### config.mk
export PLATFORM = sky130hd
export DESIGN_NAME = uart_rx_frame_ctrl
export DESIGN_NICKNAME = d
export VERILOG_FILES = /design/src/rtl/uart_rx_frame_ctrl_pkg.sv /design/src/rtl/uart_frame_buf.sv /design/src/rtl/uart_rx_frame_ctrl.sv
export SDC_FILE = /design/constraint.sdc
export NUM_CORES = 1
export LEC_CHECK = 0
export CAP_MARGIN = 20
export CELL_PAD_IN_SITES_DETAIL_PLACEMENT = 1
export CELL_PAD_IN_SITES_GLOBAL_PLACEMENT = 2
export CORE_ASPECT_RATIO = 2
export CORE_UTILIZATION = 44
export DETAILED_ROUTE_END_ITERATION = 16
export PLACE_DENSITY = 0.83
export REMOVE_ABC_BUFFERS = 1
export SYNTH_ARGS = -nofsm -noshare
export SYNTH_HDL_FRONTEND = slang
export SYNTH_SLANG_ARGS = --single-unit
### constraint.sdc
create_clock -name clk -period 4.07 [get_ports clk]
set_clock_uncertainty 0.05 [all_clocks]
set_input_delay 0.814 -clock clk [delete_from_list [all_inputs] [get_ports clk]]
set_output_delay 0.814 -clock clk [all_outputs]
set_load 0.05 [all_outputs]
### src/rtl/uart_rx_frame_ctrl_pkg.sv
// Shared framing definitions for the UART packet receiver (and the future TX framer).
// Frame layout: SOF, LEN, LEN payload bytes, CSUM.
// Checksum rule: CSUM = (LEN + sum of payload bytes) mod 256.
package uart_rx_frame_ctrl_pkg;

  localparam logic [7:0] SOF_DEFAULT     = 8'hA5;
  localparam int         MAX_LEN_DEFAULT = 16;
  localparam int         TIMEOUT_DEFAULT = 160;

  typedef enum logic [2:0] {
    ST_IDLE,
    ST_LEN,
    ST_PAYLOAD,
    ST_CSUM,
    ST_DRAIN
  } frame_state_e;

  // Running checksum step; the 8-bit result wraps naturally
  function automatic logic [7:0] csum_add(input logic [7:0] acc, input logic [7:0] b);
    return acc + b;
  endfunction

  // Address width for a buffer of the given depth, never below one bit
  function automatic int addr_width(input int depth);
    return (depth > 1) ? $clog2(depth) : 1;
  endfunction

endpackage

### src/rtl/uart_frame_buf.sv
// Payload buffer: DEPTH x 8 register file, one write port, one asynchronous read port.
module uart_frame_buf #(
  parameter int DEPTH = 16,
  parameter int AW    = 4
) (
  input  logic          clk,
  input  logic          we_i,
  input  logic [AW-1:0] waddr_i,
  input  logic [7:0]    wdata_i,
  input  logic [AW-1:0] raddr_i,
  output logic [7:0]    rdata_o
);

  logic [7:0] mem_q [DEPTH];

  // Store one payload byte per write strobe; contents need no reset
  always_ff @(posedge clk) begin
    if (we_i) mem_q[waddr_i] <= wdata_i;
  end

  assign rdata_o = mem_q[raddr_i];

endmodule

### src/rtl/uart_rx_frame_ctrl.sv
// Frames the uart_rx byte stream into packets, checks length and checksum,
// enforces an inter-byte timeout and releases good payloads on a valid/ready stream.
module uart_rx_frame_ctrl
  import uart_rx_frame_ctrl_pkg::*;
#(
  parameter int         MAX_LEN       = MAX_LEN_DEFAULT,
  parameter int         TIMEOUT_TICKS = TIMEOUT_DEFAULT,
  parameter logic [7:0] SOF_BYTE      = SOF_DEFAULT
) (
  input  logic       clk,
  input  logic       reset_n,
  input  logic       s_tick,
  input  logic       rx_done_tick,
  input  logic [7:0] rx_data,
  output logic       m_valid,
  input  logic       m_ready,
  output logic [7:0] m_data,
  output logic       m_last,
  output logic       frame_ok,
  output logic       err_len,
  output logic       err_csum,
  output logic       err_timeout,
  output logic       err_overrun
);

  localparam int            AW        = addr_width(MAX_LEN);
  localparam int            TW        = $clog2(TIMEOUT_TICKS + 1);
  localparam logic [TW-1:0] TCNT_LAST = TW'(TIMEOUT_TICKS - 1);
  localparam logic [7:0]    MAX_LEN_B = 8'(MAX_LEN);

  frame_state_e  state_q, state_d;
  logic [7:0]    len_q, len_d;
  logic [7:0]    idx_q, idx_d;
  logic [7:0]    rd_q, rd_d;
  logic [7:0]    sum_q, sum_d;
  logic [TW-1:0] tcnt_q, tcnt_d;
  logic          m_valid_q, m_valid_d;
  logic [7:0]    m_data_q, m_data_d;
  logic          m_last_q, m_last_d;
  logic          frame_ok_q, frame_ok_d;
  logic          err_len_q, err_len_d;
  logic          err_csum_q, err_csum_d;
  logic          err_timeout_q, err_timeout_d;
  logic          err_overrun_q, err_overrun_d;

  logic          in_frame, timeout_hit, len_bad, csum_match, last_payload;
  logic          wr_en;
  logic [7:0]    rd_next;
  logic [AW-1:0] rd_addr;
  logic [7:0]    buf_rdata;

  assign in_frame     = (state_q == ST_LEN) || (state_q == ST_PAYLOAD) || (state_q == ST_CSUM);
  assign timeout_hit  = in_frame && s_tick && !rx_done_tick && (tcnt_q == TCNT_LAST);
  assign len_bad      = (rx_data == 8'd0) || (rx_data > MAX_LEN_B);
  assign csum_match   = (rx_data == sum_q);
  assign last_payload = (idx_q == (len_q - 8'd1));
  assign rd_next      = rd_q + 8'd1;
  // While draining, look ahead at the next byte; otherwise prefetch byte 0 for release
  assign rd_addr      = (state_q == ST_DRAIN) ? rd_next[AW-1:0] : '0;

  uart_frame_buf #(
    .DEPTH (MAX_LEN),
    .AW    (AW)
  ) u_buf (
    .clk     (clk),
    .we_i    (wr_en),
    .waddr_i (idx_q[AW-1:0]),
    .wdata_i (rx_data),
    .raddr_i (rd_addr),
    .rdata_o (buf_rdata)
  );

  // State register; a reset mid-frame simply abandons the partial packet
  always_ff @(posedge clk or negedge reset_n) begin
    if (!reset_n) state_q <= ST_IDLE;
    else          state_q <= state_d;
  end

  // Next-state logic: walk the frame fields, bail out to IDLE on any error
  always_comb begin
    state_d = state_q;
    case (state_q)
      ST_IDLE:    if (rx_done_tick && (rx_data == SOF_BYTE)) state_d = ST_LEN;
      ST_LEN:     if (rx_done_tick) state_d = len_bad ? ST_IDLE : ST_PAYLOAD;
                  else if (timeout_hit) state_d = ST_IDLE;
      ST_PAYLOAD: if (rx_done_tick) begin
                    if (last_payload) state_d = ST_CSUM;
                  end else if (timeout_hit) state_d = ST_IDLE;
      ST_CSUM:    if (rx_done_tick) state_d = csum_match ? ST_DRAIN : ST_IDLE;
                  else if (timeout_hit) state_d = ST_IDLE;
      ST_DRAIN:   if (m_valid_q && m_ready && m_last_q) state_d = ST_IDLE;
      default:    state_d = ST_IDLE;
    endcase
  end

  // Datapath and output next values: counters, checksum, buffer writes, stream and pulses
  always_comb begin
    len_d         = len_q;
    idx_d         = idx_q;
    rd_d          = rd_q;
    sum_d         = sum_q;
    m_valid_d     = m_valid_q;
    m_data_d      = m_data_q;
    m_last_d      = m_last_q;
    frame_ok_d    = 1'b0;
    err_len_d     = 1'b0;
    err_csum_d    = 1'b0;
    err_timeout_d = 1'b0;
    err_overrun_d = 1'b0;
    wr_en         = 1'b0;
    tcnt_d        = '0;

    if (in_frame) begin
      if (rx_done_tick) tcnt_d = '0;
      else if (s_tick)  tcnt_d = (tcnt_q == TCNT_LAST) ? '0 : tcnt_q + TW'(1);
      else              tcnt_d = tcnt_q;
    end

    case (state_q)
      ST_LEN: begin
        if (rx_done_tick) begin
          if (len_bad) begin
            err_len_d = 1'b1;
          end else begin
            len_d = rx_data;
            sum_d = rx_data;
            idx_d = 8'd0;
          end
        end else if (timeout_hit) begin
          err_timeout_d = 1'b1;
        end
      end
      ST_PAYLOAD: begin
        if (rx_done_tick) begin
          wr_en = 1'b1;
          sum_d = csum_add(sum_q, rx_data);
          idx_d = idx_q + 8'd1;
        end else if (timeout_hit) begin
          err_timeout_d = 1'b1;
        end
      end
      ST_CSUM: begin
        if (rx_done_tick) begin
          if (csum_match) begin
            m_valid_d  = 1'b1;
            frame_ok_d = 1'b1;
            rd_d       = 8'd0;
            m_data_d   = buf_rdata;
            m_last_d   = (len_q == 8'd1);
          end else begin
            err_csum_d = 1'b1;
          end
        end else if (timeout_hit) begin
          err_timeout_d = 1'b1;
        end
      end
      ST_DRAIN: begin
        if (rx_done_tick) err_overrun_d = 1'b1;
        if (m_valid_q && m_ready) begin
          if (m_last_q) begin
            m_valid_d = 1'b0;
            m_last_d  = 1'b0;
            m_data_d  = 8'd0;
          end else begin
            rd_d     = rd_next;
            m_data_d = buf_rdata;
            m_last_d = (rd_next == (len_q - 8'd1));
          end
        end
      end
      default: ;
    endcase
  end

  // Datapath and output registers; every output comes straight from a flop
  always_ff @(posedge clk or negedge reset_n) begin
    if (!reset_n) begin
      len_q         <= '0;
      idx_q         <= '0;
      rd_q          <= '0;
      sum_q         <= '0;
      tcnt_q        <= '0;
      m_valid_q     <= 1'b0;
      m_data_q      <= '0;
      m_last_q      <= 1'b0;
      frame_ok_q    <= 1'b0;
      err_len_q     <= 1'b0;
      err_csum_q    <= 1'b0;
      err_timeout_q <= 1'b0;
      err_overrun_q <= 1'b0;
    end else begin
      len_q         <= len_d;
      idx_q         <= idx_d;
      rd_q          <= rd_d;
      sum_q         <= sum_d;
      tcnt_q        <= tcnt_d;
      m_valid_q     <= m_valid_d;
      m_data_q      <= m_data_d;
      m_last_q      <= m_last_d;
      frame_ok_q    <= frame_ok_d;
      err_len_q     <= err_len_d;
      err_csum_q    <= err_csum_d;
      err_timeout_q <= err_timeout_d;
      err_overrun_q <= err_overrun_d;
    end
  end

  assign m_valid     = m_valid_q;
  assign m_data      = m_data_q;
  assign m_last      = m_last_q;
  assign frame_ok    = frame_ok_q;
  assign err_len     = err_len_q;
  assign err_csum    = err_csum_q;
  assign err_timeout = err_timeout_q;
  assign err_overrun = err_overrun_q;

endmodule

==> impl_results.md <==
- DR vias: approximately 5400
- Setup-failing EPs final: 0
- Rows: 71
- Post-Syn Instances: 647
- Pwr dens: 395.4 nW/um^2
- Dpl ws: -0.02956 ns
- Final setup margin: 0.4366 ns
- Dominant cells by area after synthesis: edfxtp_1 (45%), dfrtp_1 (17%), mux4_2 (3.7%), nand2_1 (2.4%), o21ai_0 (2.3%)
- Tcrit/Tclk final: 0.8927
- Post-route DRC violation count: 0
- Yosys warnings: 0
- Fin. Hold Viols: 0
- Crit-path most repeated cell: a21o_1
- Final #Nets: 706
- CTS root buffer: clkbuf_16
- Fin crit period: around 3.6 ns
- Antenna violations before repair: 0
- Compound-Gate Fraction of Synth Area: 0.1014
- Number of max-cap violations: 0
- CP Data Required Time: 4.38 ns
- DIE WIDTH: 100.2 um
- Top cell type's share of synthesized area: 0.4529
- Crit. End Element: flip-flop
- First-pass GRT wire length: 34.71 mm
- CP arrival: between 3 and 4 ns
- Total CTS buffers: 17
- Synth Area in Simple Gates: 0.1227
- Drt total wl: 22.24 mm
- Post-synthesis cell type count: 56
- Seq cells post-synth: 186
- Register area share after synthesis: 0.6239
- Max Freq: 275.2 MHz
- CP max stage cell: clkdlybuf4s50_1
- Mux share of post-synthesis cell area: 0.06074
- CTS tree: done
- CP Cell Sequence: clkdlybuf4s50_1 -> ha_1 -> or4_1 -> or4_4 -> a21o_1 -> a21o_1 -> or3b_1 -> o221ai_2
- Setup Buffers After CTS: 0
- Grt total ovfl: 0
- Number of diodes: 0
- Clock-pin slew on the worst setup and hold paths: 0.07 ns
- CP top delay family: simple AND/OR/NAND/NOR gates
- Kind of critical path: input pin to flip-flop
- Fin. max-slew vios: 0
- Fin util: 0.5150
- Status: finished clean
- XOR/XNOR Fraction of Synth Area: 0.04305
- GR Util All Layers: 0.2426
- Port bufs: 27
- Critical path buffer and inverter count: 1
- Vias per inst: between 5 and 6
- Starting density of the core: 0.4506
- Max clock buf depth: 2
- Worst Hold Class: input pin to asynchronous set/reset pin
- Worst Max-Slew Pin Slew: between 0.8 and 0.9 ns
- Ys async rst share: 0.3118
- CTS Hold Buffers Added: 0
- EDFF count, synth: 128
- DR WL/cell: 23.53 um
- Vias in the first global route: 6006
- Average size of a mapped cell: roughly 13 um^2
- Fillers: between 1500 and 2000
- Predominant post-synthesis flop cell: edfxtp_1
- Core area: 18830 um^2
- CP Launch Type: input pin
- Leak: 3.476 nW
- Layout cell share with drive strength beyond 1: 0.1348
- Crit path max fanout: 9
- Vert. Die Dim: 198.4 um
- Unrepaired setup endpoints after global routing: false
- I/O pins: 28
- Max_slew headroom: 0.4548
- Post-synthesis adder-cell area fraction: 0.02447
- Main combinational cell family by area after synthesis: simple AND/OR/NAND/NOR gates
- Flop2flop setup slack: 1.02 ns
- Clk sinks: 186
- Die area: slightly below 20000 um^2
- Worst vdd ir: 0.2624 mV
- HPWL after DPL: 15.71 mm
- TritonRoute pass-1 iters: 4
- Worst-Skew Late Latency: roughly 0.45 ns
- Final Power: 3.835 mW
- DRT iter0 DRCs: 207
- Yosys top cell by area: edfxtp_1
- Max stage delay on crit path: 0.61 ns
- Antenna Nets Post-Route: 0
- Largest net degree at the start of global routing: 43
- Gates resized, CTS repair: 0
- Area delta synth->final: 14.29%
- RePlAce Congestion: roughly 0.81
- Mapped Area: around 8500 um^2
- H-tree depth: 4
[flip-flops by register name, summed over array words and instances (netlist names)]
signal	cells
m_valid	1
m_data	8
len_q	8
err_overrun	1
state_q	3
sum_q	8
frame_ok	1
u_buf.mem_q	128
idx_q	8
rd_q	8
m_last	1
err_timeout	1
err_csum	1
err_len	1
tcnt_q	8
[cells in the mapped netlist, drive strengths merged (3+ instances only)]
master  count
o31ai       4
nor2b       8
o221ai      8
nand2b     13
mux2i      11
a22oi       9
o41ai       3
xnor2      21
mux4       14
nand3       9
and3       11
a221oi      9
nand2      54
clkbuf     28
edfxtp    128
or3         3
a211oi     11
nand3b     10
ha         15
mux2        8
nor3       13
a21o        3
nor2       30
and2       17
xor2       18
nor4        6
o22ai       7
inv        13
or3b        3
nand4       4
o21ai      39
a21oi      23
or4         5
dfrtp      58
nor3b       4
buf         9
[worst paths after layout]
kind / depth (start not counted) / endpoint / from
max: 8 / m_data[7] / rx_data[5]
min: 1 / m_valid / reset_n
max reg2reg: 7 / m_data[7] / sum_q[6]
min reg2reg: 2 / sum_q[3] / sum_q[3]
max in group asynchronous: 2 / m_data[0] / reset_n
min in group clk: 2 / sum_q[3] / sum_q[3]
[where the power goes]
part	total (mW)	internal (mW)	switching, mW	leakage [nW]
combinational	0.0896	0.0261	0.0635	1.28
clock	1.72	0.956	0.765	0.295
sequential	2.02	2.02	0.000221	1.90
[layout by cell type (no fill, tap or decap), types with 4 or more instances in the layout]
master,synthesis,routed
nand2b_1,13,13
a22oi_1,9,9
or4_1,4,4
clkdlybuf4s50_1,0,26
o31ai_1,4,4
mux2_2,8,8
mux4_2,14,14
xor2_1,18,18
nor2b_1,8,8
and3_1,11,11
a21oi_1,23,23
a211oi_1,11,11
buf_4,0,21
dfrtp_1,58,58
edfxtp_1,128,128
nor3_1,13,13
nor2_1,29,29
nand4_1,4,4
nand2_1,54,54
mux2i_1,11,11
nand3_1,9,9
ha_1,15,14
inv_6,0,5
o22ai_1,7,7
o21ai_0,39,39
inv_1,13,13
xnor2_1,21,20
and2_1,17,17
clkbuf_16,0,17
a221oi_1,9,9
nand3b_1,10,10
nor4_1,6,6
o221ai_2,8,8
[cell type report]
type	count	area (um^2)	share of cell area
multi-input combinational	411	3005	0.3099
sequential	186	5295	0.5459
clock buffer	19	452.9	0.04670
tap	255	319.1	0.03289
clock inverter	13	155.1	0.01600
inverter	13	48.80	0.005031
timing repair buffer	48	422.9	0.04360
[through the flow]
step | cell area [um^2] | hold slack (ns) | TNS (ns) | instances
global placement | 9091 | 0.4177 | 0 | 913
CTS | 9699 | 0.3563 | 0 | 945
detailed placement | 9091 | 0.4279 | -0.07332 | 913
floorplan | 8334 | 0.4038 | 0 | 610
global route | 9699 | 0.3982 | 0 | 945
finish | 9699 | 0.3544 | 0 | 945
[logic make-up after synthesis]
kind of cell / count (synthesis)
mux: 33
flops: 186
xor+xnor: 40
simple gates: 196
buf+inv: 50
fa+ha+maj: 16
compound gates: 126
[routing by layer]
layer  vias to the layer above  global-route usage  wire [um]
li1                       2485                   -          -
met1                      2812              0.2537       8262
met2                        79              0.4543      12710
met3                        46             0.04322        383
met4                         0              0.1229        882
met5                         -                   0          0
[worst reg2reg max path, delay by kind of cell, from the launching register on]
family | cells | cell delay, ns
adders and majority gates | 1 | 0.32
AOI/OAI and AO/OA | 3 | 0.60
and+or+nand+nor | 3 | 1.61
DFF | 1 | 0.38
No activity file was read; power rests on OpenSTA's default activity.
